--- src/rtl/instr_fetch_unit.sv ---
// Instruction fetch front end: drives the synchronous instruction memory and pairs each
// returned word with its PC, honouring decode stall, control-flow redirect and a halt opcode.
module instr_fetch_unit #(
    parameter int                ADDR_W    = 13,
    parameter int                DATA_W    = 32,
    parameter logic [ADDR_W-1:0] RESET_PC  = {ADDR_W{1'b0}},
    parameter bit                HALT_EN   = 1'b1,
    parameter logic [DATA_W-1:0] HALT_WORD = {DATA_W{1'b1}}
) (
    input  logic              clk,
    input  logic              rst,
    input  logic              stall_i,
    input  logic              redirect_i,
    input  logic [ADDR_W-1:0] redirect_addr_i,
    output logic [ADDR_W-1:0] imem_addr_o,
    input  logic [DATA_W-1:0] imem_data_i,
    output logic [DATA_W-1:0] instr_o,
    output logic [ADDR_W-1:0] pc_o,
    output logic              valid_o,
    output logic              halted_o
);

    typedef enum logic [0:0] {
        ST_RUN    = 1'b0,
        ST_HALTED = 1'b1
    } state_t;

    state_t            r_state;
    state_t            w_state_nxt;
    logic [ADDR_W-1:0] r_fetch_pc;
    logic [ADDR_W-1:0] w_fetch_pc_nxt;
    logic [ADDR_W-1:0] r_resp_pc;
    logic [ADDR_W-1:0] w_resp_pc_nxt;
    logic              r_resp_valid;
    logic              w_resp_valid_nxt;
    logic              w_halt_hit;

    assign valid_o  = r_resp_valid && (r_state == ST_RUN);
    assign pc_o     = r_resp_pc;
    assign instr_o  = imem_data_i;
    assign halted_o = (r_state == ST_HALTED);

    // Re-issuing the displayed PC during a stall keeps the memory output steady without a hold register.
    assign imem_addr_o = (stall_i && valid_o) ? r_resp_pc : r_fetch_pc;

    // The halt word only takes effect once decode actually accepts it.
    assign w_halt_hit = HALT_EN && valid_o && !stall_i && (imem_data_i == HALT_WORD);

    // Next-state and next-register selection: redirect > halt > stall > advance.
    always_comb begin
        w_state_nxt      = r_state;
        w_fetch_pc_nxt   = r_fetch_pc;
        w_resp_pc_nxt    = r_resp_pc;
        w_resp_valid_nxt = r_resp_valid;
        if (redirect_i) begin
            w_state_nxt      = ST_RUN;
            w_fetch_pc_nxt   = redirect_addr_i;
            w_resp_valid_nxt = 1'b0;
        end else begin
            case (r_state)
                ST_RUN: begin
                    if (w_halt_hit) begin
                        w_state_nxt      = ST_HALTED;
                        w_resp_valid_nxt = 1'b0;
                    end else if (!stall_i) begin
                        w_resp_pc_nxt    = r_fetch_pc;
                        w_resp_valid_nxt = 1'b1;
                        w_fetch_pc_nxt   = r_fetch_pc + {{(ADDR_W-1){1'b0}}, 1'b1};
                    end else begin
                        w_resp_valid_nxt = r_resp_valid;
                    end
                end
                ST_HALTED: begin
                    w_state_nxt = ST_HALTED;
                end
                default: begin
                    w_state_nxt = ST_RUN;
                end
            endcase
        end
    end

    // State and fetch/response registers with synchronous reset.
    always_ff @(posedge clk) begin
        if (rst) begin
            r_state      <= ST_RUN;
            r_fetch_pc   <= RESET_PC;
            r_resp_pc    <= {ADDR_W{1'b0}};
            r_resp_valid <= 1'b0;
        end else begin
            r_state      <= w_state_nxt;
            r_fetch_pc   <= w_fetch_pc_nxt;
            r_resp_pc    <= w_resp_pc_nxt;
            r_resp_valid <= w_resp_valid_nxt;
        end
    end

endmodule

--- config.mk ---
export PLATFORM = sky130hd
export DESIGN_NAME = instr_fetch_unit
export DESIGN_NICKNAME = d
export VERILOG_FILES = /design/src/rtl/instr_fetch_unit.sv
export SDC_FILE = /design/constraint.sdc
export NUM_CORES = 1
export LEC_CHECK = 0
export ABC_AREA = 1
export CAP_MARGIN = 20
export CELL_PAD_IN_SITES_DETAIL_PLACEMENT = 0
export CELL_PAD_IN_SITES_GLOBAL_PLACEMENT = 2
export CORE_MARGIN = 2
export CORE_UTILIZATION = 19
export CTS_CLUSTER_SIZE = 8
export DETAILED_ROUTE_END_ITERATION = 8
export PLACE_DENSITY_LB_ADDON = 0.1
export SLEW_MARGIN = 25
export SYNTH_ARGS = -nofsm -noshare
export SYNTH_HDL_FRONTEND = slang
export SYNTH_SLANG_ARGS = --single-unit
--- constraint.sdc ---
create_clock -name clk -period 2.1 [get_ports clk]
set_clock_uncertainty 0.2 [all_clocks]
set_input_delay 0.63 -clock clk [delete_from_list [all_inputs] [get_ports clk]]
set_output_delay 0.63 -clock clk [all_outputs]
set_load 0.02 [all_outputs]
* Word-level counts from Yosys, hierarchy flattened
Index checks and enable logic that the tools add are counted.
** Storage, ports and cells
- Output and inout port bits :: 60
- Register bits after elaboration :: 28
- Logic and storage cells :: 32
- Bits of input ports :: 49
** Operators by class
- Multiplexer cells :: 9
- Bitwise gates (word level) :: 4
- Reductions and logical operators :: 9
- Add/sub/neg operators :: 1
- Equal/unequal tests :: 5
** Operators by type and width (count)
- $mux 13 :: 5
- $eq 32x32->1 const B :: 1
- $add 13x1->13 const B :: 1
- $logic_and 1x1->1 :: 4
- $ne 2x1->1 const B :: 2
- $ne 2x2->1 const B :: 2
- $not 1->1 :: 4
- $reduce_and 4->1 :: 1
- $mux 1 :: 3
- $reduce_and 3->1 :: 1
- $pmux 1 s2 :: 1
- $reduce_and 2->1 :: 1
- $reduce_or 2->1 :: 1
- $logic_not 1->1 :: 1

* Depth between registers and ports, before layout
- Depth after elaboration :: 7
- Gate-level depth with buffers :: 10
- Mapped depth without buffers :: 10

* Worst setup path before layout
OpenSTA, ideal clock, no wires.
- Path type :: flip-flop to output port
- Start point :: register r_state (netlist: halted_o)
- End point :: output imem_addr_o[0]
- Arrival :: 1.732 ns
- Buffers on the path :: 1
- Required time :: 1.270 ns
- Stages on the path, launching flop included :: 5
- Setup slack :: -0.462 ns
- Path through :: dfxtp_1 -> nor2_1 -> nand2_1 -> clkbuf_1 -> o21ai_0
** On the way
- Cells in the longest elaborated chain, start to end :: 4
** RTL lines
- from (decl) :: line 28 : state_t r_state;
- from (signal assigned) :: line 91 : r_state <= w_state_nxt;
- $not 1->1 (no source line)
- $logic_and 1x1->1 :: line 38 : assign valid_o = r_resp_valid && (r_state == ST_RUN);
- via valid_o :: line 19 : output logic valid_o,
- $logic_and 1x1->1 :: line 44 : assign imem_addr_o = (stall_i && valid_o) ? r_resp_pc : r_fetch_pc;
- $mux 13 :: line 44
- to (decl) :: line 15 : output logic [ADDR_W-1:0] imem_addr_o,
The timed path passes the listed nets, and every way through them passes these cells.

* Worst setup path in the final report
- Start point :: register r_resp_valid
- End point :: output imem_addr_o[2]
** On the way
- Cells in the longest elaborated chain, start to end :: 3
** RTL lines
- from (decl) :: line 34 : logic r_resp_valid;
- from (signal assigned) :: line 94 : r_resp_valid <= w_resp_valid_nxt;
- $logic_and 1x1->1 :: line 38
- $logic_and 1x1->1 :: line 44
- $mux 13 :: line 44
Every way passes these cells.

==> impl_metrics.yaml <==
drt:
  drc: 0
  routed_wl_mm: 7.75
  wire_per_inst_um: 13.5
  drtPass1Iterations: 4
  vias_per_cell: 4.02
  drt_iter0_markers: 119
  vias: 2308
  ant_nets: 0
floorplan:
  rows: 37
  initial_core_util_pct: 19.6
  coreArea_mm2: 0.0103
  die-area_mm2: 0.0115
  pin_count: 109
  die_x_um: 107
  dieHeight_um: 107
timing:
  max_slew.worst_pin.slew_ps: 536
  slew_viol_final: 0
  fin_crit_sh_pct: 105
  setup_tns_ps: -1170
  holdWs_ps: 396
  worst_slew_margin_rel_pct: 64.3
  fmax_ghz: 0.454
  setup_viol: 13
  hold_viol: 0
  fin_crit_ps: 2200
  worst_slack_ps: -105
  rsz0062_at_grt: "true"
grt:
  use_met3_pct: 2.01
  use_met2_pct: 19.6
  antenna_found_initial: 0
  grt.met1_usage_pct: 18.6
  grt_pass1_vias: 2159
  grt_max_degree: 28
  grt_usage_pct: 12.8
  top_usage_layer: "met2"
  grt_pass1_wl_mm: 11.4
  overflow: 0
synth:
  synth_nets: 379
  synth_cell_type_count: 26
  avgSynthCellArea_um2: 6.15
  synth_area_mm2: 0.00202
  ys_ff_latch: 28
  synthArstFlopShare_pct: 0
  seq_area_frac_synth_pct: 27.7
  yosysWarningCount: 0
  synth_edf_count: 0
  ys.flop_type: "dfxtp_1"
  synthCells: 329
clock_tree:
  numClockSinks: 28
  ctsHoldBuffers: 0
  clkLatencyLatePin_ps: 280
  cts_buffers: 3
  clockBufferDepth: 2
  clock-root-buffer: "clkbuf_8"
  cts-htree-levels: 1
  cts_tree: "built"
  path_clk_slew_ps: 100
worst_setup_path:
  worstPathArrival_ps: 1370
  worstPathMaxFanout: 6
  setup.worst_path.end_class: "output pin"
  worstPathRequired_ps: 1270
  crit_type: "flop to output pin"
  cp-start-kind: "flop"
layout:
  nets: 489
  layout_commonest_cell: "nand2_1"
  layout_common_cells: "90 x nand2_1, 46 x nor2_1, 43 x buf_4"
  area_growth_pct: 83.4
  antenna_cells: 0
  drive_gt1_share_pct: 31.5
  finalNonFillerCells: 574
placement:
  dp_cells: 557
  io_buffer_count: 108
  place.gp.congestion: 0.741
  hpwl_mm: 5.54
pwr:
  power_density_mw_per_mm2: 444
  ir_worst_vdd_mv: 0.285
  power.leakage_nw: 1.80
outcome:
  failed_checks: "negative setup slack"
  status: "complete, but fails checks"
worst_hold_path:
  hold_path.class: "flop to flop"
flow_run:
  cap_viol_max_count: 0
==> cell families (layout without fill, tap and decap cells) <==
logic type	after synthesis	count (layout)	synth area share (%)
and+or+nand+nor	191	195	39.9
xor gates and xnor gates	5	5	2.16
adders and majority gates	1	1	0.618
buffers and inverters	68	173	20.2
DFF	28	28	27.7
muxes	1	1	0.495
AOI/OAI and AO/OA	35	35	8.91
==> synth_stat cells, types with 2 or more instances <==
master / count / area [um^2]
buf_4: 32 / 240
buf_6: 4 / 45.0
xnor2_1: 3 / 26.3
inv_1: 23 / 86.3
o21ai_0: 19 / 95.1
dfxtp_1: 28 / 561
nand4_1: 4 / 25.0
buf_2: 3 / 15.0
nand3_2: 2 / 20.0
nor2_1: 50 / 188
nor2_2: 2 / 12.5
nand2_1: 106 / 398
clkbuf_1: 5 / 18.8
xor2_1: 2 / 17.5
a21oi_1: 14 / 70.1
nand3_1: 22 / 110
==> where the power goes <==
part	internal (mW)	switching, mW	total, mW
clock network	0.255	0.179	0.434
registers	0.564	0.0283	0.592
logic	0.294	0.329	0.622
==> state kept, by name, indices dropped and copies added, names as in the netlist <==
register,cells
pc_o,13
r_fetch_pc,13
halted_o,1
r_resp_valid,1
==> metal layers <==
metal	wire, um	part of all wire (%)
met5	0	0
met2	3420	44
met3	293	3.8
met1	3980	51
met4	57	0.74
==> critical path: stages, from the launching register on <==
cell and delay [ps]:
dfxtp_2 350, inv_2 40, nor2_4 130, nand2_4 130, clkbuf_16 200, nand2_4 70, o21ai_4 50, buf_6 130
==> layout make-up <==
type,instances,area (um^2)
clock inverters,1,30.0
multi-input cells,237,1410
repair buffers,146,1410
fillers,1132,6610
well taps,136,170
inverters,23,90.1
flip-flops and latches,28,563
clock buffers,3,41.3
==> path summary, 6_finish.rpt <==
kind              slack [ps]              to  depth (start not counted)    startpoint
setup reg to reg         330        pc_o[12]                         10  r_resp_valid
setup / recovery        -100  imem_addr_o[2]                          7  r_resp_valid
hold reg to reg          400         pc_o[7]                          4       pc_o[7]
hold / removal           400         pc_o[7]                          4       pc_o[7]
==> per-stage QoR <==
step	total power, mW	utilization [%]	setup WS, ps	area (um^2)
2_1_floorplan	0.917	-	27.8	2170
3_3_place_gp	1.19	32.3	-1000	3340
3_5_place_dp	1.19	32.3	-1020	3340
4_1_cts	1.62	32.7	-134	3380
5_1_grt	1.75	35.9	-183	3710
6_report	1.65	35.9	-105	3710
==> what timing repair did <==
action,4_1_cts,5_1_grt
endpoints found under the setup margin,75,53
pin swaps,16,11
buffers inserted,1,5
gates cloned,3,4
endpoints found under the hold margin,0,0
resized for setup,265,59
No activity file was read; power rests on OpenSTA's default activity.
